File: src/rtl/monitor_update_sequencer.sv
// Walks the position ROM and writes '0'/'1' characters for monitor bits that
// changed since the previous scan (or all of them on a full redraw).
module monitor_update_sequencer #(
  parameter int N_ENTRIES = 82,
  parameter int COL_W     = 7,
  parameter int ROW_W     = 4
) (
  input  logic                 clk,
  input  logic                 rst,
  input  logic                 start,
  input  logic                 force_all,
  input  logic [N_ENTRIES-1:0] mon_bits,
  output logic [9:0]           rom_addr,
  input  logic [31:0]          rom_data,
  output logic                 wr_valid,
  input  logic                 wr_ready,
  output logic [COL_W-1:0]     wr_col,
  output logic [ROW_W-1:0]     wr_row,
  output logic [7:0]           wr_char,
  output logic                 busy,
  output logic                 done
);
  localparam int IW = $clog2(N_ENTRIES);

  typedef enum logic [1:0] {IDLE, ADDR, WRITE, DONE} state_t;

  state_t               state_q;
  logic [IW-1:0]        idx_q;
  logic [N_ENTRIES-1:0] snap_q, shadow_q;
  logic                 shadow_valid_q, full_q, pending_q, pending_force_q;
  logic [9:0]           rom_addr_q;
  logic                 wr_valid_q, busy_q, done_q;
  logic [COL_W-1:0]     wr_col_q;
  logic [ROW_W-1:0]     wr_row_q;
  logic [7:0]           wr_char_q;

  logic [IW-1:0] idx_d;
  logic          last, need_wr;

  assign idx_d   = idx_q + 1'b1;
  assign last    = (idx_q == IW'(N_ENTRIES - 1));
  assign need_wr = full_q | (snap_q[idx_q] != shadow_q[idx_q]);

  always_ff @(posedge clk) begin
    if (rst) begin
      state_q         <= IDLE;
      idx_q           <= '0;
      snap_q          <= '0;
      shadow_q        <= '0;
      shadow_valid_q  <= 1'b0;
      full_q          <= 1'b0;
      pending_q       <= 1'b0;
      pending_force_q <= 1'b0;
      rom_addr_q      <= '0;
      wr_valid_q      <= 1'b0;
      wr_col_q        <= '0;
      wr_row_q        <= '0;
      wr_char_q       <= '0;
      busy_q          <= 1'b0;
      done_q          <= 1'b0;
    end else begin
      done_q <= 1'b0;
      // Requests arriving mid-scan collapse into one rescan after DONE.
      if (start && (state_q == ADDR || state_q == WRITE)) begin
        pending_q       <= 1'b1;
        pending_force_q <= pending_force_q | force_all;
      end
      case (state_q)
        IDLE: if (start) begin
          snap_q     <= mon_bits;
          full_q     <= force_all | ~shadow_valid_q;
          idx_q      <= '0;
          rom_addr_q <= '0;
          busy_q     <= 1'b1;
          state_q    <= ADDR;
        end
        ADDR: begin
          if (need_wr) begin
            wr_col_q   <= rom_data[17:11];
            wr_row_q   <= rom_data[10:7];
            wr_char_q  <= 8'h30 | {7'd0, snap_q[idx_q]};
            wr_valid_q <= 1'b1;
            state_q    <= WRITE;
          end else if (last) begin
            done_q  <= 1'b1;
            busy_q  <= 1'b0;
            state_q <= DONE;
          end else begin
            idx_q      <= idx_d;
            rom_addr_q <= 10'(idx_d);
          end
        end
        WRITE: if (wr_ready) begin
          wr_valid_q      <= 1'b0;
          shadow_q[idx_q] <= snap_q[idx_q];
          if (last) begin
            done_q  <= 1'b1;
            busy_q  <= 1'b0;
            state_q <= DONE;
          end else begin
            idx_q      <= idx_d;
            rom_addr_q <= 10'(idx_d);
            state_q    <= ADDR;
          end
        end
        DONE: begin
          shadow_valid_q <= 1'b1;
          if (pending_q || start) begin
            snap_q          <= mon_bits;
            full_q          <= force_all | pending_force_q;
            pending_q       <= 1'b0;
            pending_force_q <= 1'b0;
            idx_q           <= '0;
            rom_addr_q      <= '0;
            busy_q          <= 1'b1;
            state_q         <= ADDR;
          end else begin
            state_q <= IDLE;
          end
        end
        default: state_q <= IDLE;
      endcase
    end
  end

  assign rom_addr = rom_addr_q;
  assign wr_valid = wr_valid_q;
  assign wr_col   = wr_col_q;
  assign wr_row   = wr_row_q;
  assign wr_char  = wr_char_q;
  assign busy     = busy_q;
  assign done     = done_q;
endmodule

File: config.mk
export PLATFORM = sky130hd
export DESIGN_NAME = monitor_update_sequencer
export DESIGN_NICKNAME = d
export VERILOG_FILES = /design/src/rtl/monitor_update_sequencer.sv
export SDC_FILE = /design/constraint.sdc
export NUM_CORES = 1
export LEC_CHECK = 0
export CAP_MARGIN = 20
export CELL_PAD_IN_SITES_DETAIL_PLACEMENT = 1
export CELL_PAD_IN_SITES_GLOBAL_PLACEMENT = 2
export CORE_AREA = 4 4 171 173
export CTS_CLUSTER_DIAMETER = 100
export DETAILED_ROUTE_END_ITERATION = 6
export DIE_AREA = 0 0 175 177
export GPL_ROUTABILITY_DRIVEN = 0
export PLACE_DENSITY = 0.81
export RECOVER_POWER = 100
export SYNTH_ARGS = -nofsm -noshare
export SYNTH_HDL_FRONTEND = slang
export SYNTH_SLANG_ARGS = --single-unit
File: constraint.sdc
create_clock -name clk -period 4 [get_ports clk]
set_input_delay 1.2 -clock clk [delete_from_list [all_inputs] [get_ports clk]]
set_output_delay 1.2 -clock clk [all_outputs]
set_load 0.1 [all_outputs]
# ---- Word-level counts from Yosys, hierarchy flattened
# Index checks and enable logic that the tools add are counted.
dict set report totals {
  reg_bits 203
  latchBits 0
  ram_bits 0
  mem_bits_ro 0
  in_bits 119
  out_inout_bits 32
  elab_cells 97
  n_memories 0
}
dict set report op_classes {
  addsub 1
  n_mul 0
  div 0
  n_lt_le_gt_ge 2
  eq_ne 11
  shift 0
  muxes 51
  n_bitwise 4
  n_reduce_logical 13
}
# op count
set ops {}
lappend ops {{$mux 82} 2}
lappend ops {{$pmux 82 s2} 1}
lappend ops {{$bwmux 82} 1}
lappend ops {{$mux 10} 5}
lappend ops {{$pmux 10 s4} 1}
lappend ops {{$mux 7} 5}
lappend ops {{$pmux 7 s4} 1}
lappend ops {{$mux 1} 22}
lappend ops {{$bmux 1 s7} 2}
lappend ops {{$mux 2} 5}
lappend ops {{$ne 2x2->1 const B} 5}
lappend ops {{$reduce_and 3->1} 3}
lappend ops {{$lt 7x8->1 const B} 1}
lappend ops {{$pmux 2 s4} 1}
lappend ops {{$add 7x1->7 const B} 1}
lappend ops {{$demux 1 s7} 1}
lappend ops {{$eq 7x7->1 const B} 1}
lappend ops {{$ge 7x1->1 const B} 1}
lappend ops {{$pmux 1 s2} 3}
lappend ops {{$eq 2x2->1 const B} 2}
lappend ops {{$pmux 1 s4} 1}
lappend ops {{$reduce_and 2->1} 2}
lappend ops {{$reduce_and 4->1} 1}
lappend ops {{$reduce_bool 2->1} 2}
lappend ops {{8 further kinds} 12}

# ---- Depth between registers and ports, before layout
dict set report logic_depth {
  word_depth 6
  ltp_mapped 14
}

# ---- Worst setup path before layout
# No wires, ideal clock.
dict set report synth_path {
  kind {register to register}
  start {register, netlist name rom_addr[0]}
  end {register wr_col_q[0], in the netlist wr_col[0]}
  setup_time_ps 128
  arrival_time_ps 3626
  path_slack_ps 247
  stages_incl_launch_ff 13
  path_cell_list {dfxtp_1 > buf_6 > mux4_2 > mux4_2 > mux2i_1 > or3_1 > nand4b_2 > a211o_1 > nand2_2 > buf_4 > buf_6 > mux2i_1 > nor2_1}
}
# item line_no
set synth_rtl {}
lappend synth_rtl {{to (signal assigned)} 79} ;# wr_col_q <= rom_data[17:11];
lappend synth_rtl {{to (decl)} 33} ;# logic [COL_W-1:0] wr_col_q;

==> metrics.cfg <==
[clock_tree]
cts_sinks = 193
cts_setup_buffers = 0
path_clk_slew_ps = 80
insertion_delay_ps = 440
cts_tree = built
htree_levels = 4
clockRootBuffer = clkbuf_16
numCtsBuffers = 17
clock_tree.buffer_depth = 2
cts_hold_buffers = 0
cts_resized = 0

[synthesis]
synth-edff-count = 0
synthTopCellsByArea = dfxtp_1 44%, a21oi_1 9.9%, mux4_2 8.4%
synth.cell_area_um2 = 8810
synth_seq_cells = 193
ys_seq_area_share_pct = 43.9
synthCells = 986
yosysTopAreaCell = dfxtp_1
synth_top_area_share_pct = 43.9
synth_warnings = 0
yosys.cell_types.count = 56
syn_avg_cell_area_um2 = 8.93
synth_flop_cell = dfxtp_1
async_flop_share_pct = 0

[placement]
dp_hpwl_um = 17300
placedCellCount = 1420
portBuffers = 121

[finish]
diodes = 0
fill_cells = 3211
fin_cells = 1451
layout_commonest_cell = nand2_1
drive_gt1_share_pct = 11.6
nets = 1187
final_cell_mix = 198 x nand2_1, 190 x dfxtp_1, 174 x a21oi_1
area_growth_pct = 23.7

[sta]
slew_headroom_pct = -26.5
finalCritPeriodShare_pct = 89.2
tightest_slew_ps = 1900
fin_skew_ps = 12.5
fmax_ghz = 0.280
finalSetupTns_ps = 0
hold_viol = 0
setup-violations-final = 0
min_period_ps = 3570
drv_slew = 127
rsz0062_at_grt = no

[floorplan]
fp.dieH_um = 177
ios = 151
dieArea_um2 = 31000
num_rows = 61
initial_core_util_pct = 31.9
core_area_um2 = 27600
die_w_um = 175

[flow_run]
drv_cap = 2

[grt]
grt_max_degree = 84
grt_pass1_vias = 7792
grt_pass1_wl_um = 42800
grt_use_total_pct = 17.0
gr-total-overflow = 0
antenna_found_initial = 1

[critical_path]
critPathBufInv = 0
critical_path.top_delay_family = multiplexers
arrival_ps = 3910
max_stage_delay_ps = 630
critPathMaxFanout = 11
start_kind = flip-flop
path_class = flip-flop to flip-flop
required_ps = 4340
cp_cell_sequence = mux4_2 > mux4_2 > mux2i_1 > or3_1 > nand4b_1 > a41oi_1 > nand2_1 > or4_1 > a21oi_1
endpoint_kind = flip-flop
crit_slowest_cell = dfxtp_2
critPathMostFrequentCell = mux4_2

[outcome]
violations = max-capacitance violations, max-slew violations
outcome = complete, but fails checks

[drt]
wl_um = 26400
drc = 0
vias = 7671
routed_via_density = 5.29
drtIter0Drc = 497
routedWlPerCell_um = 18.2
first_pass_iters = 4
postRouteAntennaNets = 0

[pwr]
cellPowerDensity_nw_per_um2 = 562
vdd_drop_max_mv = 0.272
p_leak_nw = 3.65

[hold_path]
min_path_type = flip-flop to flip-flop

[synthesized netlist by cell type (all sizes together), types with 6 or more instances]
cell type / instances
nand2: 198
dfxtp: 193
a21oi: 174
a311oi: 82
clkbuf: 75
buf: 34
nor2: 34
mux4: 33
mux2i: 17
nor3: 12
nand3: 11
nand2b: 9
inv: 8
o21ai: 8
a221oi: 7
ha: 7
mux2: 6
nor2b: 6
[flip-flops by register name, indices dropped and copies added, names as in the netlist, 2 cells and up]
register,cells
wr_row,4
shadow_q,82
rom_addr,7
wr_col,7
state_q,2
wr_char,2
snap_q,82
[where the power goes]
| group | internal [mW] | switching, mW | total, mW | leakage (nW) |
|---|---|---|---|---|
| Sequential | 2.16 | 0.171 | 2.34 | 1.57 |
| Combinational | 0.714 | 1.44 | 2.15 | 1.81 |
| Clock | 0.834 | 0.809 | 1.64 | 0.275 |
| Total | 3.71 | 2.42 | 6.13 | 3.65 |
[layer usage]
metal | GRT usage [%] | wire length, um | share of wire, % | vias to the layer above
met5 | 0 | 13 | 0.049 | -
met4 | 3.31 | 217 | 0.82 | 2
met2 | 28.2 | 12600 | 48 | 135
li1 | - | - | - | 3749
met3 | 3.38 | 982 | 3.7 | 20
met1 | 23.4 | 12600 | 48 | 3765
[per-stage QoR]
stage          instance area [um2]  hold slack, ps  setup slack (ps)  power (mW)  utilization, %
2_1_floorplan                 8840             424               247        3.97               -
3_3_place_gp                 10400             441               580        4.54            37.6
3_5_place_dp                 10400             445               554        4.59            37.6
4_1_cts                      11000             457               547        6.24            39.6
5_1_grt                      10900             475               265        6.50            39.5
6_report                     10900             456               432        6.13            39.5
[worst reg2reg max path, stage by stage, from the launching register on]
cell and delay, ps:
dfxtp_2 630, mux4_2 590, mux4_2 480, mux2i_1 190, or3_1 170, nand4b_1 240
a41oi_1 340, nand2_1 170, or4_1 520, a21oi_1 150
[worst paths after layout]
path | endpoint | cells after the start | from | slack, ps
setup / recovery | rom_addr[3]$_SDFFE_PP0P_ | 9 | rom_addr[0]$_SDFFE_PP0P_ | 430
hold / removal | snap_q[7]$_SDFFE_PP0P_ | 2 | snap_q[7]$_SDFFE_PP0P_ | 460
setup reg to reg | rom_addr[3]$_SDFFE_PP0P_ | 9 | rom_addr[0]$_SDFFE_PP0P_ | 430
hold reg to reg | snap_q[7]$_SDFFE_PP0P_ | 2 | snap_q[7]$_SDFFE_PP0P_ | 460
[final cells by class]
class,count,area (um2),share of cell area [%]
multi-input cells,681,4450,40.9
flip-flops and latches,193,3870,35.5
repair buffers,158,1510,13.9
well taps,378,473,4.34
clock buffers,18,439,4.03
clock inverters,13,119,1.09
inverters,10,37.5,0.344
[cells by family after synthesis]
group                      after synthesis  synth area share, %
AOI/OAI and AO/OA                      313                 23.2
and+or+nand+nor                        295                 14.5
DFF                                    193                 43.9
buffers and inverters                  119                 6.12
muxes                                   56                 11.1
adders and majority gates                7                0.994
xor gates and xnor gates                 2                0.199
other                                    1               0.0426
Note: power is estimated with default switching activity, not from simulation.
